<file path="src/rtl/genetico_pkg.sv">
// Shared constants and types for the evolvable-circuit datapath and its
// serial chromosome loader.
package genetico_pkg;
  localparam int N_LE       = 27;
  localparam int LE_W       = 15;
  localparam int N_OUT      = 4;
  localparam int SEL_W      = 6;
  localparam int N_IN       = 8;
  localparam int N_ALL      = 35;
  localparam int FRAME_BITS = N_LE * LE_W + N_OUT * SEL_W;

  typedef logic [LE_W-1:0]  le_conf_t;
  typedef logic [SEL_W-1:0] out_sel_t;

  typedef enum logic [1:0] {
    IDLE   = 2'd0,
    LOAD   = 2'd1,
    COMMIT = 2'd2
  } ld_state_t;
endpackage

</file>
<file path="src/rtl/chrom_loader_if.sv">
// Bit-serial valid/ready link carrying chromosome frames into chrom_loader.
interface chrom_loader_if;
  logic ser_valid;
  logic ser_data;
  logic ser_sof;
  logic ser_ready;

  modport master (output ser_valid, output ser_data, output ser_sof, input ser_ready);
  modport slave  (input ser_valid, input ser_data, input ser_sof, output ser_ready);
endinterface

</file>
<file path="src/rtl/chrom_loader.sv">
// Serial chromosome loader: shifts a frame MSB-first into a shadow register and
// commits it atomically to the active configuration. Optional: CHROM_PARITY_EN.
//
// state  | meaning
// IDLE   | waiting for a bit with sof; bits without sof are dropped
// LOAD   | shifting frame bits into the shadow; sof restarts the frame
// COMMIT | one cycle, ready low; shadow copied to the active configuration
module chrom_loader
  import genetico_pkg::*;
(
  input  logic                  clk,
  input  logic                  rst,
  chrom_loader_if.slave         ser,
  output le_conf_t [N_LE-1:0]   conf_les,
  output out_sel_t [N_OUT-1:0]  conf_outs,
  output logic                  conf_valid,
  output logic                  commit_pulse,
  output logic                  busy
`ifdef CHROM_PARITY_EN
  ,
  output logic                  frame_err
`endif
);

`ifdef CHROM_PARITY_EN
  localparam int FRAME_LEN = FRAME_BITS + 1;
`else
  localparam int FRAME_LEN = FRAME_BITS;
`endif
  localparam logic [8:0] PRE_LAST   = 9'(FRAME_LEN - 1);
  localparam logic [8:0] SHADOW_LEN = 9'(FRAME_BITS);

  ld_state_t             state, state_nxt;
  logic [8:0]            bit_cnt;
  logic [FRAME_BITS-1:0] shadow;
  logic                  ready_q;
  logic                  xfer, start, last_bit, commit_ok;

  assign ser.ser_ready = ready_q;
  assign busy          = (state != IDLE);
  assign xfer          = ser.ser_valid & ready_q;
  assign start         = xfer & ser.ser_sof;
  assign last_bit      = xfer & ~ser.ser_sof & (bit_cnt == PRE_LAST);

`ifdef CHROM_PARITY_EN
  logic par;
  assign commit_ok = ~par;

  always_ff @(posedge clk or posedge rst) begin
    if (rst) begin
      par       <= 1'b0;
      frame_err <= 1'b0;
    end else begin
      frame_err <= (state == COMMIT) & par;
      if (start)
        par <= ser.ser_data;
      else if (xfer && state == LOAD)
        par <= par ^ ser.ser_data;
    end
  end
`else
  assign commit_ok = 1'b1;
`endif

  always_comb begin
    state_nxt = state;
    case (state)
      IDLE:    if (start) state_nxt = LOAD;
      LOAD:    if (last_bit) state_nxt = COMMIT;
      COMMIT:  state_nxt = IDLE;
      default: state_nxt = IDLE;
    endcase
  end

  // ready is a registered decode of the next state so it stays low in reset
  always_ff @(posedge clk or posedge rst) begin
    if (rst) begin
      state   <= IDLE;
      ready_q <= 1'b0;
    end else begin
      state   <= state_nxt;
      ready_q <= (state_nxt != COMMIT);
    end
  end

  always_ff @(posedge clk or posedge rst) begin
    if (rst) begin
      bit_cnt      <= '0;
      shadow       <= '0;
      conf_les     <= '0;
      conf_outs    <= '0;
      conf_valid   <= 1'b0;
      commit_pulse <= 1'b0;
    end else begin
      commit_pulse <= 1'b0;
      case (state)
        IDLE: begin
          if (start) begin
            shadow  <= {{(FRAME_BITS-1){1'b0}}, ser.ser_data};
            bit_cnt <= 9'd1;
          end
        end
        LOAD: begin
          if (start) begin
            shadow  <= {{(FRAME_BITS-1){1'b0}}, ser.ser_data};
            bit_cnt <= 9'd1;
          end else if (xfer) begin
            bit_cnt <= bit_cnt + 9'd1;
            // a trailing parity bit is counted but never enters the shadow
            if (bit_cnt < SHADOW_LEN)
              shadow <= {shadow[FRAME_BITS-2:0], ser.ser_data};
          end
        end
        COMMIT: begin
          bit_cnt <= '0;
          if (commit_ok) begin
            {conf_outs, conf_les} <= shadow;
            conf_valid            <= 1'b1;
            commit_pulse          <= 1'b1;
          end
        end
        default: bit_cnt <= '0;
      endcase
    end
  end

endmodule

</file>
<file path="src/flat_wrapper.sv">
// flat-port wrapper written by rule: the top's interface ports become plain ports
module chrom_loader_flat import genetico_pkg::*;
  (clk, rst, conf_les, conf_outs, conf_valid, commit_pulse, busy, ser_ser_valid, ser_ser_data, ser_ser_sof, ser_ser_ready);
  chrom_loader_if ser_i ();
  input  logic clk;
  input  logic rst;
  output le_conf_t [N_LE-1:0] conf_les;
  output out_sel_t [N_OUT-1:0] conf_outs;
  output logic conf_valid;
  output logic commit_pulse;
  output logic busy;
  input wire logic [$bits(ser_i.ser_valid)-1:0] ser_ser_valid;
  input wire logic [$bits(ser_i.ser_data)-1:0] ser_ser_data;
  input wire logic [$bits(ser_i.ser_sof)-1:0] ser_ser_sof;
  output wire logic [$bits(ser_i.ser_ready)-1:0] ser_ser_ready;
  assign ser_i.ser_valid = ser_ser_valid;
  assign ser_i.ser_data = ser_ser_data;
  assign ser_i.ser_sof = ser_ser_sof;
  assign ser_ser_ready = ser_i.ser_ready;
  chrom_loader u_core (.clk(clk), .rst(rst), .ser(ser_i), .conf_les(conf_les), .conf_outs(conf_outs), .conf_valid(conf_valid), .commit_pulse(commit_pulse), .busy(busy));
endmodule
</file>
<file path="config.mk">
export PLATFORM = sky130hd
export DESIGN_NAME = chrom_loader_flat
export DESIGN_NICKNAME = d
export VERILOG_FILES = /design/src/rtl/genetico_pkg.sv /design/src/rtl/chrom_loader_if.sv /design/src/rtl/chrom_loader.sv /design/src/flat_wrapper.sv
export SDC_FILE = /design/constraint.sdc
export NUM_CORES = 2
export LEC_CHECK = 0
export ABC_AREA = 0
export ABC_CLOCK_PERIOD_IN_PS = 41900
export CAP_MARGIN = 5
export CORE_MARGIN = 4
export CORE_UTILIZATION = 28
export CTS_CLUSTER_SIZE = 25
export DETAILED_ROUTE_END_ITERATION = 6
export GPL_ROUTABILITY_DRIVEN = 0
export PLACE_DENSITY = 0.48
export SETUP_SLACK_MARGIN = 0.02
export SKIP_CTS_REPAIR_TIMING = 1
export SLEW_MARGIN = 20
export SYNTH_ARGS = -nofsm -noshare
export SYNTH_HDL_FRONTEND = slang
export SYNTH_SLANG_ARGS = --single-unit
export TNS_END_PERCENT = 1
</file>
<file path="constraint.sdc">
create_clock -name clk -period 41.9 [get_ports clk]
set_input_delay 8.38 -clock clk [delete_from_list [all_inputs] [get_ports clk]]
set_output_delay 8.38 -clock clk [all_outputs]
set_load 0.1 [all_outputs]
</file>
# == After elaboration in Yosys (flattened, before gate mapping) ==
# Index checks and enable logic that the tools add are counted.
# op_classes
n_eq_ne,7
n_lt_le_gt_ge,1
add_sub_neg,1
reduce_logical,5
mux,13
bitwise,5
# ops
op,count
$mux W429,4
$pmux W429 S2,1
$mux W9,3
$pmux W9 S2,1
$add A9 B1 Y9 const B,1
$eq A9 B9 Y1 const B,1
$lt A9 B9 Y1 const B,1
$ne A3 B1 Y1 const B,2
$and A1 B1 Y1,4
$mux W2,2
$pmux W2 S2,1
$reduce_and A4 Y1,1
$reduce_bool A2 Y1,2
$eq A2 B1 Y1 const B,1
$eq A2 B2 Y1 const B,1
$logic_not A2 Y1,1
$ne A2 B1 Y1 const B,1
$ne A2 B2 Y1 const B,1
$reduce_and A2 Y1,1
$mux W1,1
$not A1 Y1,1
# word_totals
reg_bits,872
word_cells,69

# == Depth between registers and ports, before layout ==
# depth
word_depth,6
mapped_depth,7
mapped_depth_nobuf,6

# == Least setup slack after synthesis ==
# No wires, ideal clock.
# synth_path
path_type,in2reg
startpoint,in ser_ser_valid
endpoint,reg u_core.shadow[261]
required_ns,41.834
slack_ns,32.048
t_arrival_ns,9.786
n_path_buf,2
setup_ns,0.066
path_stages,6
path_cell_list,nand2_1 -> or3_1 -> nor2_2 -> buf_12 -> buf_12 -> a22o_1
# synth_via
elab_chain_len,4
elab_cells_between_ends,8
# synth_lines
item,line,source
from (decl),flat_wrapper.sv:12,input wire logic [$bits(ser_i.ser_valid)-1:0] ser_ser_valid;
$and A1 B1 Y1 (*),chrom_loader.sv:41,assign xfer = ser.ser_valid & ready_q;
$and A1 B1 Y1,chrom_loader.sv:42,assign start = xfer & ser.ser_sof;
"$ne A3 B1 Y1 (no source line), or another cell as far along",n/a,
$reduce_and A4 Y1 (no source line) or $pmux W429 S2 (tied branches),n/a,
to (signal assigned),chrom_loader.sv:99,"shadow <= {{(FRAME_BITS-1){1'b0}}, ser.ser_data};"
to (signal assigned),chrom_loader.sv:105,"shadow <= {{(FRAME_BITS-1){1'b0}}, ser.ser_data};"
to (signal assigned),chrom_loader.sv:111,"shadow <= {shadow[FRAME_BITS-2:0], ser.ser_data};"
to (decl),chrom_loader.sv:35,logic [FRAME_BITS-1:0] shadow;
# Mark *: on every way between the ends. The rest lies on a longest branch, timed or not.
# A chain may end at the register's enable or synchronous reset.

# == Worst setup path in the final report ==
# layout_path
startpoint,in ser_ser_sof
endpoint,reg u_core.shadow[58]
# layout_via
elab_chain_len,3
elab_cells_between_ends,7
# layout_lines
item,line,source
from (decl),flat_wrapper.sv:14,input wire logic [$bits(ser_i.ser_sof)-1:0] ser_ser_sof;
$and A1 B1 Y1 (*),chrom_loader.sv:42,
"$ne A3 B1 Y1 (no source line), or another cell as far along",n/a,
$reduce_and A4 Y1 (no source line) or $pmux W429 S2 (tied branches),n/a,
# Marked as above.

==> key figures <==
Cells and area
  • Commonest cells after routing, fill and taps aside: dfrtp_1, clkdlybuf4s50_1, mux2_2, a22o_1, clkbuf_16
  • Share of layout cells above drive strength 1: 0.253
  • Flip-flop and latch area: 0.0218 mm2
  • Area Overhead vs Synth: 24.9%
  • Most common cell after layout, fill and taps aside: dfrtp_1
  • Fin area: 0.0406 mm2
  • Antenna Cells: 0
  • Nets: 2363
  • Fillers: 10871
  • Multi-input logic area: 0.00899 mm2

STA
  • Fin. Hold Viols: 0
  • Final Setup Violations: 0
  • Max frequency: 0.0809 GHz
  • Tcrit/Tclk final: 0.295
  • Setup TNS: 0 ns
  • Max-slew headroom: 0.235
  • Max-slew violations: 0
  • Setup repair after global routing missed its margin: false
  • Min Clock Period, post-route: 12.35 ns
  • Setup Skew: 0.0254 ns
  • Worst Tran Pin Value: 1.15 ns

Pwr
  • Pleak: 19.1 nW
  • NetSw: 0.379 mW
  • Int Pwr: 1.35 mW
  • Clock power share: 0.491
  • Sequential share of power: 0.488
  • Maximum VDD drop: 31.1 uV
  • Combinational power share: 0.021
  • Switching Fraction: 0.219
  • PD cells: 42.7 mW/mm2

Setup path
  • Worst EP arrival: 12.94 ns
  • Setup CP Type: in2reg
  • Startpoint Class: primary input
  • Crit. End Element: flop
  • Crit-path max FO: 93
  • Critical Path RT: 42.48 ns

Floorplan
  • Num ports: 438
  • Die height: 349 um
  • Die area: 0.122 mm2
  • Core area: 0.115 mm2
  • Rows: 124
  • Initial core utilization: 0.283
  • Die Width: 349 um

Route
  • Iter 0 DRT Violations: 957
  • Antenna viol nets, final: 0
  • Drt drc: 0
  • Vias per Instance: 4.65
  • WL/cell: 19.6 um
  • Vias post-DR: 18325
  • DRT Pass-1 Iters: 4
  • Drt total wl: 77.1 mm

Synthesis
  • Syn avg cell area: 16.7 um2
  • Yosys reg bits: 872
  • Synth Warn #: 0
  • Syn Nets: 1947
  • Syn Std Cell Area: 0.0325 mm2
  • Post-synthesis sequential area ratio: 0.672
  • Synth cell types: 36
  • Syn Inst Count: 1940

Global route
  • Global-route wire length before repair: 122 mm
  • Largest net degree at the start of global routing: 182
  • Global route overflow: 0
  • Number of global-route vias before repair: 19725
  • Antenna violations before repair: 0
  • All-Layer GR Usage: 0.125

CTS
  • Clk sinks: 872
  • CTS buffer count: 98
  • Worst-Skew Late Latency: 0.66 ns
  • Clk buf depth: 3
  • Root Buffer: clkbuf_16
  • H-tree depth: 3
  • Clock slew at reported path FFs: 0.06 ns
  • CTS tree: done

Place
  • Dpl hpwl: 48.5 mm
  • PortBufs: 437
  • Placed inst area: 0.0373 mm2

Run
  • Max_cap viols: 0

Hold path
  • Hold WC Path Type: reg2reg

Status
  • Outcome: finished clean
-- cell usage after synthesis --
cell type,instances,area share
a211oi_1,2,0.00046
nor2_2,1,0.00019
nand3_1,2,0.00031
o211a_1,1,0.00031
o211ai_2,1,0.00038
o21ba_2,1,0.00031
nor2b_1,2,0.00038
o21ai_0,6,0.00092
mux2_4,1,0.00046
a21o_1,1,0.00023
a22o_1,428,0.12
nor2_1,6,0.00069
clkbuf_1,4,0.00046
mux2_2,429,0.15
buf_1,1,0.00012
xor2_1,2,0.00054
o21a_1,1,0.00023
buf_2,46,0.0071
dfrtp_1,872,0.67
or4_1,2,0.00046
buf_12,44,0.027
nor3_1,1,0.00015
and3_1,2,0.00038
and2_1,1,0.00019
ha_1,2,0.00077
buf_6,49,0.017
clkbuf_2,1,0.00015
nand2_1,5,0.00058
or2_2,3,0.00058
or3_1,4,0.00077
a21oi_1,6,0.00092
nand4_1,5,0.00096
inv_1,4,0.00046
o2111ai_1,1,0.00027
nand2b_1,2,0.00038
o211ai_1,1,0.00023
-- critical path, cell delays in order --
cell and delay (ns):
clkdlybuf4s50_1 0.54, a211oi_1 0.52, or4_4 0.75, buf_4 0.87, buf_4 0.67, buf_4 0.77, a22o_1 0.24
-- sequential cells by signal, indices dropped and copies added, names as in the netlist --
| register | flops |
|---|---|
| u_core.conf_les | 405 |
| u_core.shadow | 429 |
| u_core.conf_valid | 1 |
| u_core.commit_pulse | 1 |
| u_core.state | 2 |
| u_core.ser.ser_ready | 1 |
| u_core.conf_outs | 24 |
| u_core.bit_cnt | 9 |
-- power by group through the flow --
| stage | combinational, mW | clock [mW] | sequential [mW] |
|---|---|---|---|
| floorplan | 0.0399 | 0 | 0.862 |
| global placement | 0.0370 | 0 | 0.861 |
| detailed placement | 0.0383 | 0 | 0.861 |
| CTS | 0.0384 | 0.882 | 0.846 |
| global route | 0.0427 | 0.919 | 0.845 |
| finish | 0.0369 | 0.851 | 0.846 |
-- cell type report --
| class | count | share of cell area |
|---|---|---|
| clock buffer | 139 | 0.0697 |
| clock inverter | 34 | 0.00984 |
| inverter | 4 | 0.000555 |
| multi-input combinational | 919 | 0.222 |
| sequential | 872 | 0.538 |
| tap | 1512 | 0.0466 |
| timing repair buffer | 461 | 0.114 |
-- layer usage --
metal / vias to the layer above / part of all wire / global-route usage
met5: - / 0 / 0
met4: 0 / 0.022 / 0.0390
met3: 104 / 0.065 / 0.0372
met2: 414 / 0.47 / 0.198
met1: 9735 / 0.44 / 0.164
li1: 8072 / - / -
-- cells by family (layout without fill, tap and decap cells) --
| logic type | after synthesis | in the layout | synth area share |
|---|---|---|---|
| buffers and inverters | 149 | 638 | 0.0524 |
| XOR/XNOR | 2 | 2 | 0.000539 |
| multiplexers | 430 | 430 | 0.149 |
| AND/OR/NAND/NOR | 36 | 36 | 0.00604 |
| adder cells (fa/ha/maj) | 2 | 2 | 0.000770 |
| flip-flops | 872 | 872 | 0.672 |
| AO/OA/AOI/OAI | 449 | 449 | 0.120 |
-- path summary, 6_finish.rpt --
check	startpoint	endpoint	slack [ns]	cells after the start
hold / removal	u_core.conf_valid	u_core.conf_valid	0.47	1
hold reg to reg	u_core.conf_valid	u_core.conf_valid	0.47	1
min in group asynchronous	rst	u_core.conf_les[2]	8.25	2
setup / recovery	ser_ser_sof	u_core.shadow[58]	29.55	7
setup reg to reg	u_core.bit_cnt[2]	u_core.shadow[58]	37.24	7
max in group asynchronous	rst	u_core.conf_les[164]	30.49	5
-- metrics by stage --
stage | power [mW] | hold slack [ns] | instances | setup WS (ns) | utilization
2_1_floorplan | 0.902 | 0.460 | 1940 | 9.01 | -
3_3_place_gp | 0.898 | 0.453 | 3767 | 28.99 | 0.325
3_5_place_dp | 0.899 | 0.460 | 3767 | 28.92 | 0.325
4_1_cts | 1.77 | 0.474 | 3940 | 29.64 | 0.353
5_1_grt | 1.81 | 0.508 | 3941 | 29.31 | 0.353
6_report | 1.73 | 0.467 | 3941 | 29.55 | 0.353
(Power assumes the default switching activity.)
==> patch 1, RTL diff (config.mk and constraints unchanged) <==
Compare `bit_cnt` against `PRE_LAST` with >= in place of ==.
--- a/src/rtl/chrom_loader.sv
+++ b/src/rtl/chrom_loader.sv
@@ -41,5 +41,5 @@
   assign xfer          = ser.ser_valid & ready_q;
   assign start         = xfer & ser.ser_sof;
-  assign last_bit      = xfer & ~ser.ser_sof & (bit_cnt == PRE_LAST);
+  assign last_bit      = xfer & ~ser.ser_sof & (bit_cnt >= PRE_LAST);
 
 `ifdef CHROM_PARITY_EN
Check against the original RTL: same outputs for any inputs over 4 cycles, from zero or initial values and one cycle with rst high; that may be too few to reach the edited logic, so the function may still have changed.
==> patch 1 against the unedited design <==
- count of clock-buffer cells in the layout rose by 5
- final area rose by 0.27%
- critical path depth did not move
- area after synthesis fell by 1.7%
- utilization rose by 0.73 points
- routed wire length rose by 10%
- largest cell class unchanged
- sequential cell count did not move
- highest routed layer unchanged
- sequential share of layout area fell by 0.15 points
- global-route usage rose by 1.5 points
- setup slack got worse by 0.70 ns
- power rose by 1.6%
==> patch 1: results (changes against the unedited design) <==
- Biggest regs: u_core.shadow: 429 flops, u_core.conf_les: 405 flops, u_core.conf_outs: 24 flops
- Cells after DPL: 4,617 (+23%)
- Post-synth EDFFs: 0 (unchanged)
- Synth area leaders: dfrtp_1 (68%), nand2_1 (15%), a22o_1 (12%)
- Warnings, synthesis: 0 (unchanged)
- Post-DP HPWL: 50.8 mm (+4.7%)
- Status: finished clean
- Predominant post-synthesis flop cell: dfrtp_1
- Clock transition at path regs: 0.06 ns (about the same)
- Worst Reg2Reg Path Length in Cells: 7 (unchanged)
- Largest net degree at the start of global routing: 212 (+16%)
- Skew final: 0.0211 ns (-0.00430 ns)
- Cell count after synthesis: 2,844 (+47%)
- Synth async-reset ratio: 1.00 (unchanged)
- Worst-margin pin slew: 1.19 ns (+0.0474 ns)
- Worst Hold Class: register to register
- TritonCTS buffer count: 97 (-1.0%)
- Wire length of the first global-routing pass: 136 mm (+12%)
- RR Endpoint: u_core.shadow[230]
- Root Driver: clkbuf_16
- N_diodes: 0 (unchanged)
- Via density: 4.52 (-2.8%)
- Number of global-route vias before repair: 22,100 (+12%)
- WHS Path Cells: 1 (unchanged)
- Sequential-to-total area share from yosys stat: 0.683 (+0.0119)
- Nets@finish: 3,224 (+36%)
- 1st-pass router iterations: 5 (+1)
- R2R Setup Slk: 37.61 ns (+0.37 ns)
- Gr usage total: 0.140 (+0.0154)
- DR iter-0 viols: 1,397 (+46%)
- FF-to-FF Start: u_core.bit_cnt[1]
- WL per Instance: 17.7 µm (-9.5%)
- Port Buffers: 437 (unchanged)
- Initial antenna violation count: 0 (unchanged)
- Critical path data arrival time: 13.71 ns (+0.77 ns)
- Synth top cells by count: nand2_1 (1,290), dfrtp_1 (872), a22o_1 (428)
- Worst vdd ir: 0.0296 mV (-4.7%)
- Share of cells above drive strength 1: 0.0585 (-0.195)
- Leak Pwr: 0.0206 µW (+7.6%)
- Post-Syn Nets: 2,851 (+46%)
- Crit-path max FO: 122 (+31%)
- Clock Latency Late Sink: around 0.67 ns
- DP Worst Slack: 27.79 ns (-1.13 ns)
- H-tree depth: 3 (unchanged)
- Hold Crit Endpoint: u_core.conf_valid
- Max clock buf depth: 3 (unchanged)
- Final WL: 84.9 mm (+10%)
- Hold path startpoint: u_core.conf_valid
- Placed instance area: 0.0374 mm² (+0.13%)
- Synth cell types: 34 (-5.6%)
## patch 1: changes by cell type after synthesis, moves of 11 or more
cell      before   now
clkbuf_1       4   108
mux2_2       429     1
buf_2         46    35
buf_12        44     0
nand2_1        5  1290
## patch 1: kinds of logic after synthesis
kind of cell / synth area share
simple gates: 0.158
mux: 0.000666
flops: 0.683
buf+inv: 0.0351
compound gates: 0.120
xor+xnor: 0.00137
fa+ha+maj: 0.000784
## patch 1: final cells by class
type / instances / area (µm²)
well taps: 1500 / 1880
inverters: 5 / 33.8
clock buffers: 144 / 2850
flip-flops and latches: 872 / 21800
multi-input cells: 1777 / 9010
clock inverters: 35 / 448
fillers: 11200 / 72100
repair buffers: 464 / 4650
## patch 1: worst max path at each step
stage                            to  slack [ns]  startpoint  cells after the start
3_3_place_gp     u_core.shadow[263]       27.78         rst                      7
5_1_grt          u_core.shadow[296]       27.89         rst                      7
4_1_cts          u_core.shadow[296]       28.53         rst                      7
3_5_place_dp   u_core.conf_les[263]       27.79         rst                      7
2_1_floorplan     u_core.bit_cnt[0]        9.01         rst                      1
6_report         u_core.shadow[264]       28.85         rst                      7
## patch 1: critical path, stage by stage
cell and delay, ns:
clkdlybuf4s50_1 0.49, inv_8 0.56, buf_4 0.85, buf_4 0.67, buf_4 0.78, buf_4 0.83
buf_4 0.85
## patch 1: where the power goes
group	total [µW]	internal, µW	switching (µW)
logic	40.8	5.84	34.9
registers	848	845	3.69
clock network	873	518	355
total	1760	1370	394
## patch 1: per-stage QoR
step / utilization / hold slack [ns] / total power (µW)
after global placement: 0.331 / 0.451 / 906
final: 0.361 / 0.469 / 1760
after floorplan: - / 0.439 / 898
after detailed placement: 0.331 / 0.456 / 906
after global routing: 0.361 / 0.492 / 1830
after CTS: 0.360 / 0.472 / 1790
## patch 1: metal layers
metal  wire length (µm)  vias to the layer above  track usage  part of all wire
met5                  0                        -            0                 0
met4               1780                        0       0.0403             0.021
met3               3670                      106       0.0271             0.043
met2              39000                      415        0.220              0.46
met1              40500                    11000        0.197              0.48
li1                   -                    10200            -                 -
==> patch 2, RTL diff (same flow settings) <==
Made on the original files. The package constant `N_OUT` goes from 4 to 2.
--- a/src/rtl/genetico_pkg.sv
+++ b/src/rtl/genetico_pkg.sv
@@ -4,5 +4,5 @@
   localparam int N_LE       = 27;
   localparam int LE_W       = 15;
-  localparam int N_OUT      = 4;
+  localparam int N_OUT      = 2;
   localparam int SEL_W      = 6;
   localparam int N_IN       = 8;
Ports: changed (resized conf_outs); port bits go from 438 to 426. The function was not compared with the original's and may differ.
==> patch 2 against the unedited design <==
- power rose by 0.27%
- highest routed layer is now met5
- area after synthesis shrank 5.0%
- non-clock buffer count down 13
- global-route usage increased by 0.34 points
- first-iteration DRC count grew 5.3%
- clock power rose by 1%
- setup slack gained 0.14 ns
- routed wire length fell by 2.7%
- via count shrank 2.5%
- final area is 2.3% lower
- sequential cell count shrank 24
- sequential power is 2% lower
==> patch 2: results (changes against the unedited design) <==
- Worst-margin pin slew: 1.13 ns (-0.0202 ns)
- RR Endpoint: u_core.shadow[97]
- Crit-path max FO: 94 (+1.1%)
- WL per Instance: 19.5 µm (-0.21%)
- Nets@finish: 2,297 (-2.8%)
- Synth area leaders: dfrtp_1 (69%), mux2_2 (15%), a22o_1 (12%)
- TritonCTS buffer count: 95 (-3.1%)
- FF-to-FF Start: u_core.state[1]
- Initial antenna violation count: 1 (+1)
- Comb_multi_in: 893 (-2.8%)
- Critical path data arrival time: 12.80 ns (-0.14 ns)
- Cell count after synthesis: 1,886 (-2.8%)
- Sequential-to-total area share from yosys stat: 0.687 (+0.0157)
- Wire length of the first global-routing pass: 119 mm (-2.6%)
- Cells after DPL: 3,669 (-2.6%)
- Port Buffers: 425 (-2.7%)
- Placed instance area: 0.0364 mm² (-2.5%)
- Skew final: 0.0244 ns (-0.00100 ns)
- Clk cell area share: 0.0824 (+0.00283)
- Clkbuf count: 144 (+3.6%)
- Buffer share of cell area: 0.113 (-0.000459)
- Share of cells above drive strength 1: 0.254 (+0.000402)
- Setup crit start: ser_ser_valid
- Area delta synth->final: 28.4%
- Largest net degree at the start of global routing: 190 (+4.4%)
- Via density: 4.65 (about the same)
- R2R Setup Slk: 37.36 ns (+0.12 ns)
- Number of global-route vias before repair: 19,000 (-3.8%)
- Leak Pwr: 0.0187 µW (-2.0%)
- Post-DP HPWL: 47.0 mm (-3.2%)
- Synth top cells by count: dfrtp_1 (848), mux2_2 (418), a22o_1 (416)
- Nonclk buf count: 448 (-2.8%)
- Status: finished clean
- Well Taps: 1,476 (-2.4%)
- Seq. cell area: 0.0212 mm² (-2.8%)
- DR iter-0 viols: 1,008 (+5.3%)
- Synth cell types: 37 (+2.8%)
==> patch 2: cell types whose count changed after synthesis, sizes merged, moves of 4 or more <==
cell and change:
buf -41, dfrtp -24, mux2 -12, nor2 +4, o21ai -4, a22o -12, clkbuf +37, nand2 -4
a21oi -5
==> patch 2: cells by family (layout without fill, tap and decap cells) <==
family,count (synthesis),after routing,synth area share
compound gates,428,428,0.121
xor+xnor,5,5,0.00142
fa+ha+maj,2,2,0.000810
buf+inv,145,625,0.0292
flops,848,848,0.687
mux,419,419,0.153
simple gates,39,39,0.00717
==> patch 2: per-layer routing <==
metal | global-route usage | up-vias | share of wire
met2 | 0.202 | 399 | 0.47
met1 | 0.168 | 9500 | 0.44
met3 | 0.0436 | 118 | 0.070
met5 | 0 | - | 0.00017
li1 | - | 7855 | -
met4 | 0.0367 | 2 | 0.023
==> patch 2: worst min path at each step <==
stage | start | end | slack, ns
after floorplan | u_core.shadow[416] | u_core.shadow[416] | 0.47
after global placement | u_core.conf_valid | u_core.conf_valid | 0.45
after global routing | u_core.conf_valid | u_core.conf_valid | 0.49
after CTS | u_core.conf_valid | u_core.conf_valid | 0.48
final | u_core.conf_valid | u_core.conf_valid | 0.47
after detailed placement | u_core.conf_valid | u_core.conf_valid | 0.46
==> patch 2: power breakdown <==
| part | leakage, µW | total (µW) | internal (µW) | switching, µW |
|---|---|---|---|---|
| clock | 0.00161 | 860 | 526 | 334 |
| sequential | 0.0118 | 827 | 822 | 4.54 |
| combinational | 0.00529 | 52.5 | 8.00 | 44.5 |
| total | 0.0187 | 1740 | 1360 | 383 |
==> patch 2: critical path, stage by stage <==
cell,delay [ns]
clkdlybuf4s50_1,0.58
nand3b_1,0.13
or3b_2,0.56
nor2b_4,0.49
buf_4,0.72
buf_4,0.87
buf_4,0.64
a22o_1,0.23
